**src/rtl/muntjac_btb_update_ctrl.sv**
```systemverilog
// rtl/muntjac_btb_update_ctrl.sv - BTB write-port owner: training FIFO drain plus reset/flush invalidation sweeps.
package muntjac_btb_pkg;
  typedef enum logic [2:0] {
    BRANCH_NONE     = 3'b000,
    BRANCH_YIELD    = 3'b001,
    BRANCH_JUMP     = 3'b100,
    BRANCH_CALL     = 3'b101,
    BRANCH_RET      = 3'b110,
    BRANCH_RET_CALL = 3'b111
  } branch_type_e;
endpackage

module muntjac_btb_update_ctrl
  import muntjac_btb_pkg::*;
#(
  parameter  int AddrLen    = 64,
  parameter  int IndexWidth = 8,
  parameter  int QueueDepth = 4,
  localparam int TagWidth   = AddrLen - IndexWidth - 2
) (
  input  logic                  clk_i,
  input  logic                  rst_i,
  input  logic                  req0_valid_i,
  output logic                  req0_ready_o,
  input  branch_type_e          req0_branch_type_i,
  input  logic [AddrLen-1:0]    req0_pc_i,
  input  logic                  req0_partial_i,
  input  logic [AddrLen-1:0]    req0_npc_i,
  input  logic                  req1_valid_i,
  output logic                  req1_ready_o,
  input  branch_type_e          req1_branch_type_i,
  input  logic [AddrLen-1:0]    req1_pc_i,
  input  logic                  req1_partial_i,
  input  logic [AddrLen-1:0]    req1_npc_i,
  input  logic                  flush_req_i,
  output logic                  flush_busy_o,
  output logic                  lookup_inhibit_o,
  output logic                  btb_w_valid_o,
  output logic                  btb_w_clear_o,
  output logic [IndexWidth-1:0] btb_w_index_o,
  output logic [TagWidth-1:0]   btb_w_tag_o,
  output branch_type_e          btb_w_branch_type_o,
  output logic                  btb_w_partial_o,
  output logic [AddrLen-2:0]    btb_w_target_o
);

  localparam int PtrW = $clog2(QueueDepth);
  localparam logic [PtrW:0] DepthC = (PtrW+1)'(QueueDepth);
  localparam logic [IndexWidth-1:0] LastIdx = {IndexWidth{1'b1}};

  typedef enum logic [1:0] {ST_INIT, ST_RUN, ST_FLUSH} state_e;

  // Only pc[AddrLen-1:2] and npc[AddrLen-1:1] ever reach the BTB.
  typedef struct packed {
    branch_type_e          branch_type;
    logic                  partial;
    logic [AddrLen-3:0]    pc_hi;
    logic [AddrLen-2:0]    target;
  } entry_t;

  state_e                state_q, state_d;
  logic [IndexWidth-1:0] sweep_cnt_q, sweep_cnt_d;
  logic [PtrW-1:0]       wr_ptr_q, wr_ptr_d, rd_ptr_q, rd_ptr_d;
  logic [PtrW:0]         count_q, count_d;
  entry_t                mem_q [QueueDepth];

  logic          sweeping, acc0, acc1, pop;
  logic [PtrW:0] free;
  entry_t        entry0, entry1, head;

  logic unused_bits;
  assign unused_bits = ^{req0_pc_i[1:0], req1_pc_i[1:0], req0_npc_i[0], req1_npc_i[0]};

  assign entry0   = '{req0_branch_type_i, req0_partial_i, req0_pc_i[AddrLen-1:2], req0_npc_i[AddrLen-1:1]};
  assign entry1   = '{req1_branch_type_i, req1_partial_i, req1_pc_i[AddrLen-1:2], req1_npc_i[AddrLen-1:1]};
  assign head     = mem_q[rd_ptr_q];
  assign sweeping = (state_q != ST_RUN);
  assign free     = DepthC - count_q;

  // Space is judged from the registered count only; a same-cycle pop does not count.
  assign req0_ready_o = !rst_i && !sweeping && !flush_req_i && (free != '0);
  assign req1_ready_o = !rst_i && !sweeping && !flush_req_i &&
                        ((free >= (PtrW+1)'(2)) || ((free != '0) && !req0_valid_i));

  assign acc0 = req0_valid_i && req0_ready_o;
  assign acc1 = req1_valid_i && req1_ready_o;
  assign pop  = !sweeping && (count_q != '0);

  always_comb begin
    flush_busy_o        = rst_i || sweeping;
    lookup_inhibit_o    = rst_i || sweeping;
    btb_w_valid_o       = 1'b0;
    btb_w_clear_o       = 1'b0;
    btb_w_index_o       = '0;
    btb_w_tag_o         = '0;
    btb_w_branch_type_o = BRANCH_NONE;
    btb_w_partial_o     = 1'b0;
    btb_w_target_o      = '0;
    if (sweeping) begin
      btb_w_valid_o = !rst_i;
      btb_w_clear_o = 1'b1;
      btb_w_index_o = sweep_cnt_q;
    end else if (pop) begin
      btb_w_valid_o       = !rst_i;
      btb_w_index_o       = head.pc_hi[IndexWidth-1:0];
      btb_w_tag_o         = head.pc_hi[AddrLen-3:IndexWidth];
      btb_w_branch_type_o = head.branch_type;
      btb_w_partial_o     = head.partial;
      btb_w_target_o      = head.target;
    end
  end

  always_comb begin
    state_d     = state_q;
    sweep_cnt_d = sweep_cnt_q;
    wr_ptr_d    = wr_ptr_q;
    rd_ptr_d    = rd_ptr_q;
    count_d     = count_q;
    case (state_q)
      ST_INIT, ST_FLUSH: begin
        sweep_cnt_d = sweep_cnt_q + IndexWidth'(1);
        if (sweep_cnt_q == LastIdx) state_d = ST_RUN;
      end
      ST_RUN: begin
        if (flush_req_i) begin
          // The head still writes this cycle; everything queued is dropped.
          state_d     = ST_FLUSH;
          sweep_cnt_d = '0;
          wr_ptr_d    = '0;
          rd_ptr_d    = '0;
          count_d     = '0;
        end else begin
          wr_ptr_d = wr_ptr_q + PtrW'(acc0) + PtrW'(acc1);
          rd_ptr_d = rd_ptr_q + PtrW'(pop);
          count_d  = count_q + (PtrW+1)'(acc0) + (PtrW+1)'(acc1) - (PtrW+1)'(pop);
        end
      end
      default: state_d = ST_INIT;
    endcase
  end

  always_ff @(posedge clk_i) begin
    if (rst_i) begin
      state_q     <= ST_INIT;
      sweep_cnt_q <= '0;
      wr_ptr_q    <= '0;
      rd_ptr_q    <= '0;
      count_q     <= '0;
    end else begin
      state_q     <= state_d;
      sweep_cnt_q <= sweep_cnt_d;
      wr_ptr_q    <= wr_ptr_d;
      rd_ptr_q    <= rd_ptr_d;
      count_q     <= count_d;
    end
  end

  always_ff @(posedge clk_i) begin
    if (acc0) mem_q[wr_ptr_q] <= entry0;
    if (acc1) mem_q[wr_ptr_q + PtrW'(acc0)] <= entry1;
  end

endmodule

```
**config.mk**
```make
export PLATFORM = sky130hd
export DESIGN_NAME = muntjac_btb_update_ctrl
export DESIGN_NICKNAME = d
export VERILOG_FILES = /design/src/rtl/muntjac_btb_update_ctrl.sv
export SDC_FILE = /design/constraint.sdc
export NUM_CORES = 1
export LEC_CHECK = 0
export BUFFER_PORTS_ARGS = -buffer_cell sky130_fd_sc_hd__buf_2
export CORE_MARGIN = 2
export CORE_UTILIZATION = 49
export DETAILED_ROUTE_END_ITERATION = 8
export GPL_ROUTABILITY_DRIVEN = 0
export PLACE_DENSITY = 0.7
export SYNTH_ARGS = -nofsm -noshare
export SYNTH_HDL_FRONTEND = slang
export SYNTH_SLANG_ARGS = --single-unit
```
**constraint.sdc**
```tcl
create_clock -name clk_i -period 16.67 [get_ports clk_i]
set_input_delay 0 -clock clk_i [delete_from_list [all_inputs] [get_ports clk_i]]
set_output_delay 0 -clock clk_i [all_outputs]
set_load 0.01 [all_outputs]
```
==> metrics.txt <==
CP Capture Type=flip-flop; largest net degree at the start of global routing=111; CP max stage cell=buf_4; Tcrit/Tclk final=29.7%; Post-Syn Area=26900 um^2; post-route ant nets=0; dpl ws=12.23 ns; area delta synth->final=30.3%; Post-DP Area=29300 um^2; crit start category=flip-flop; RSZ-0062 raised after global routing=false; maximum clock path buffer count=3; DPL Wire Length=37100 um; initial DRC count=893; commonest non-fill, non-tap cell in the layout=edfxtp_1; postcts setup bufs=0; final WL=69700 um; DRC violations left=0; critical path, cell by cell=or4b_4, nor2_1, nand2_1, inv_1, ha_1, xor2_1, a21oi_1, nor2b_4, buf_4, mux2_2, dlygate4sd3_1; biggest area consumer among synthesized cells=edfxtp_1; row count=85; die width=238 um; PD cells=82.3 nW/um^2; worst path bufs/invs=3; sequential area share after synthesis=59.1%; status=finished, final reports clean; Overall Global Routing Usage=24.6%; WP data required=17.03 ns; Slew Limit Fails=0; TritonCTS buffer count=58; crit path DAT=5.31 ns; flops & latches, synth=535; Max stage delay on crit path=0.88 ns; IO Count=404; Worst-path clk slew=0.06 ns; reg-to-reg critical path startpoint=state_q[0]$_SDFFE_PP0P_; GR Overflow Total=0; delay-heaviest family, CP=buffers and inverters; Pleak=12.5 nW; clock skew=0.0134 ns; Hold/Removal Path Class=in2reg; Max Clock Freq=202 MHz; die height=238 um; Root Buffer=clkbuf_16; Slew headroom=23.2%; first-pass GRT wire length=107000 um; core area=54000 um^2; # port buffers=397; final hold violation count=0; Worst-Skew Late Latency=0.61 ns; Initial Util=49.7%; layout cell share with drive strength beyond 1=37.6%; first drt pass iteration count=7; Crit Path Max Fanout=59; routed len/inst=22.9 um; ranking of synthesized cells by area=edfxtp_1 (58%), mux2_1 (11%), mux4_2 (11%); TritonCTS clock tree=yes; vias post-DR=17100; syn_nets=1814; Worst Setup SP=state_q[0]$_SDFFE_PP0P_; final setup violation count=0; initial antenna violation count=10; H-Tree Level Count=2; Final Cell Area=35000 um^2; max-cap violation count=0; most frequent cells in the layout=edfxtp_1 (516), buf_2 (397), dlygate4sd3_1 (390); fin nets=2575; # clock sinks=535; setup ws final=11.72 ns; Syn. warnings=0; Avg Inst Size Synth=17.5 um^2; Layout Utilization=64.8%; Mapped Cells=1534; Worst Tran Pin Value=1.15 ns; Hold Slack=0.184 ns; CP Class=reg2reg; fin crit period=4.95 ns; setup TNS=0 ns; die area=56700 um^2; Distinct cells, synth=41; via/cell ratio=5.61; vias in the first global route=18700; peak supply drop=0.0000754 V; top cell type's share of synthesized area=57.7%; Worst Hold Launch=req1_valid_i
[synth_stat cells]
library cell and number:
or4b_4 1, or2_2 2, buf_6 13, a32oi_1 1, ha_1 9, o211a_1 1
nor3b_1 1, a21boi_0 1, buf_2 25, o31ai_1 1, a32o_1 1, a21oi_1 13
inv_1 12, mux2_1 274, nor2_1 14, nand3_1 9, buf_4 37, nand3b_1 4
mux2i_1 2, nand2b_1 5, o21ai_1 1, mux2_2 244, edfxtp_1 516, nor3_1 1
mux4_2 129, xnor2_1 6, or3b_1 1, and2_1 121, fa_1 2, nor2b_1 2
xor2_1 4, o21ai_0 4, and3_1 2, a22o_1 6, or3_1 1, nor4b_2 1
clkbuf_1 31, a2111oi_0 1, a211oi_1 3, nand2_1 13, dfxtp_1 19
[worst min-delay path: cells and delay by family]
family,cells,cell delay [ns]
buffers and inverters,1,0.10
adders and majority gates,1,0.17
AOI/OAI and AO/OA,2,0.40
and+or+nand+nor,1,0.07
[routing by layer]
layer	vias to the layer above	routed length (um)	global-route usage [%]
li1	7654	-	-
met1	8750	28500	31.1
met3	115	4270	5.28
met5	-	55	0
met2	531	35300	42.9
met4	8	1530	6.72
[power breakdown]
part | switching, mW | internal [mW]
combinational | 0.0675 | 0.123
sequential | 0.000750 | 1.47
clock | 0.523 | 0.693
total | 0.592 | 2.29
[what timing repair did]
item | CTS | global route
hold endpoints to repair | 527 | 0
hold buffers | 390 | 0
gates resized for setup | 0 | 0
[cell type report]
class / count / area [um^2]
inverter: 12 / 45.0
clock inverter: 23 / 161
tap: 696 / 871
antenna: 7 / 17.5
multi-input combinational: 881 / 10400
timing repair buffer: 807 / 6050
fill: 3903 / 19000
sequential: 535 / 15900
clock buffer: 80 / 1600
[worst paths after layout]
path                                                 end  slack, ns  cells past startpoint
worst max-delay path              mem_q[1][80]$_DFFE_PP_      11.72                     11
worst min-delay path            wr_ptr_q[0]$_SDFFE_PP0N_       0.18                      5
worst max register to register    mem_q[1][80]$_DFFE_PP_      11.72                     11
worst min register to register                 flip-flop       0.47                      2
[logic make-up after synthesis]
kind of cell	count (synthesis)	share of synthesized area (%)
multiplexers	649	32.6
adder cells (fa/ha/maj)	11	0.568
buffers and inverters	118	2.65
AO/OA/AOI/OAI	33	0.811
XOR/XNOR	10	0.326
flip-flops	535	59.1
AND/OR/NAND/NOR	178	3.94
[through the flow]
stage	power, mW	cells
final	2.88	3041
after global placement	1.60	2541
after floorplan	1.55	1534
after CTS	2.89	3034
after global routing	2.97	3040
after detailed placement	1.61	2541
[state kept, by name (all words and copies together) (netlist names), named ones only]
name         count
count_q          3
wr_ptr_q         2
mem_q          516
rd_ptr_q         2
state_q          2
sweep_cnt_q      8
Power figures use the tool's default switching activity.
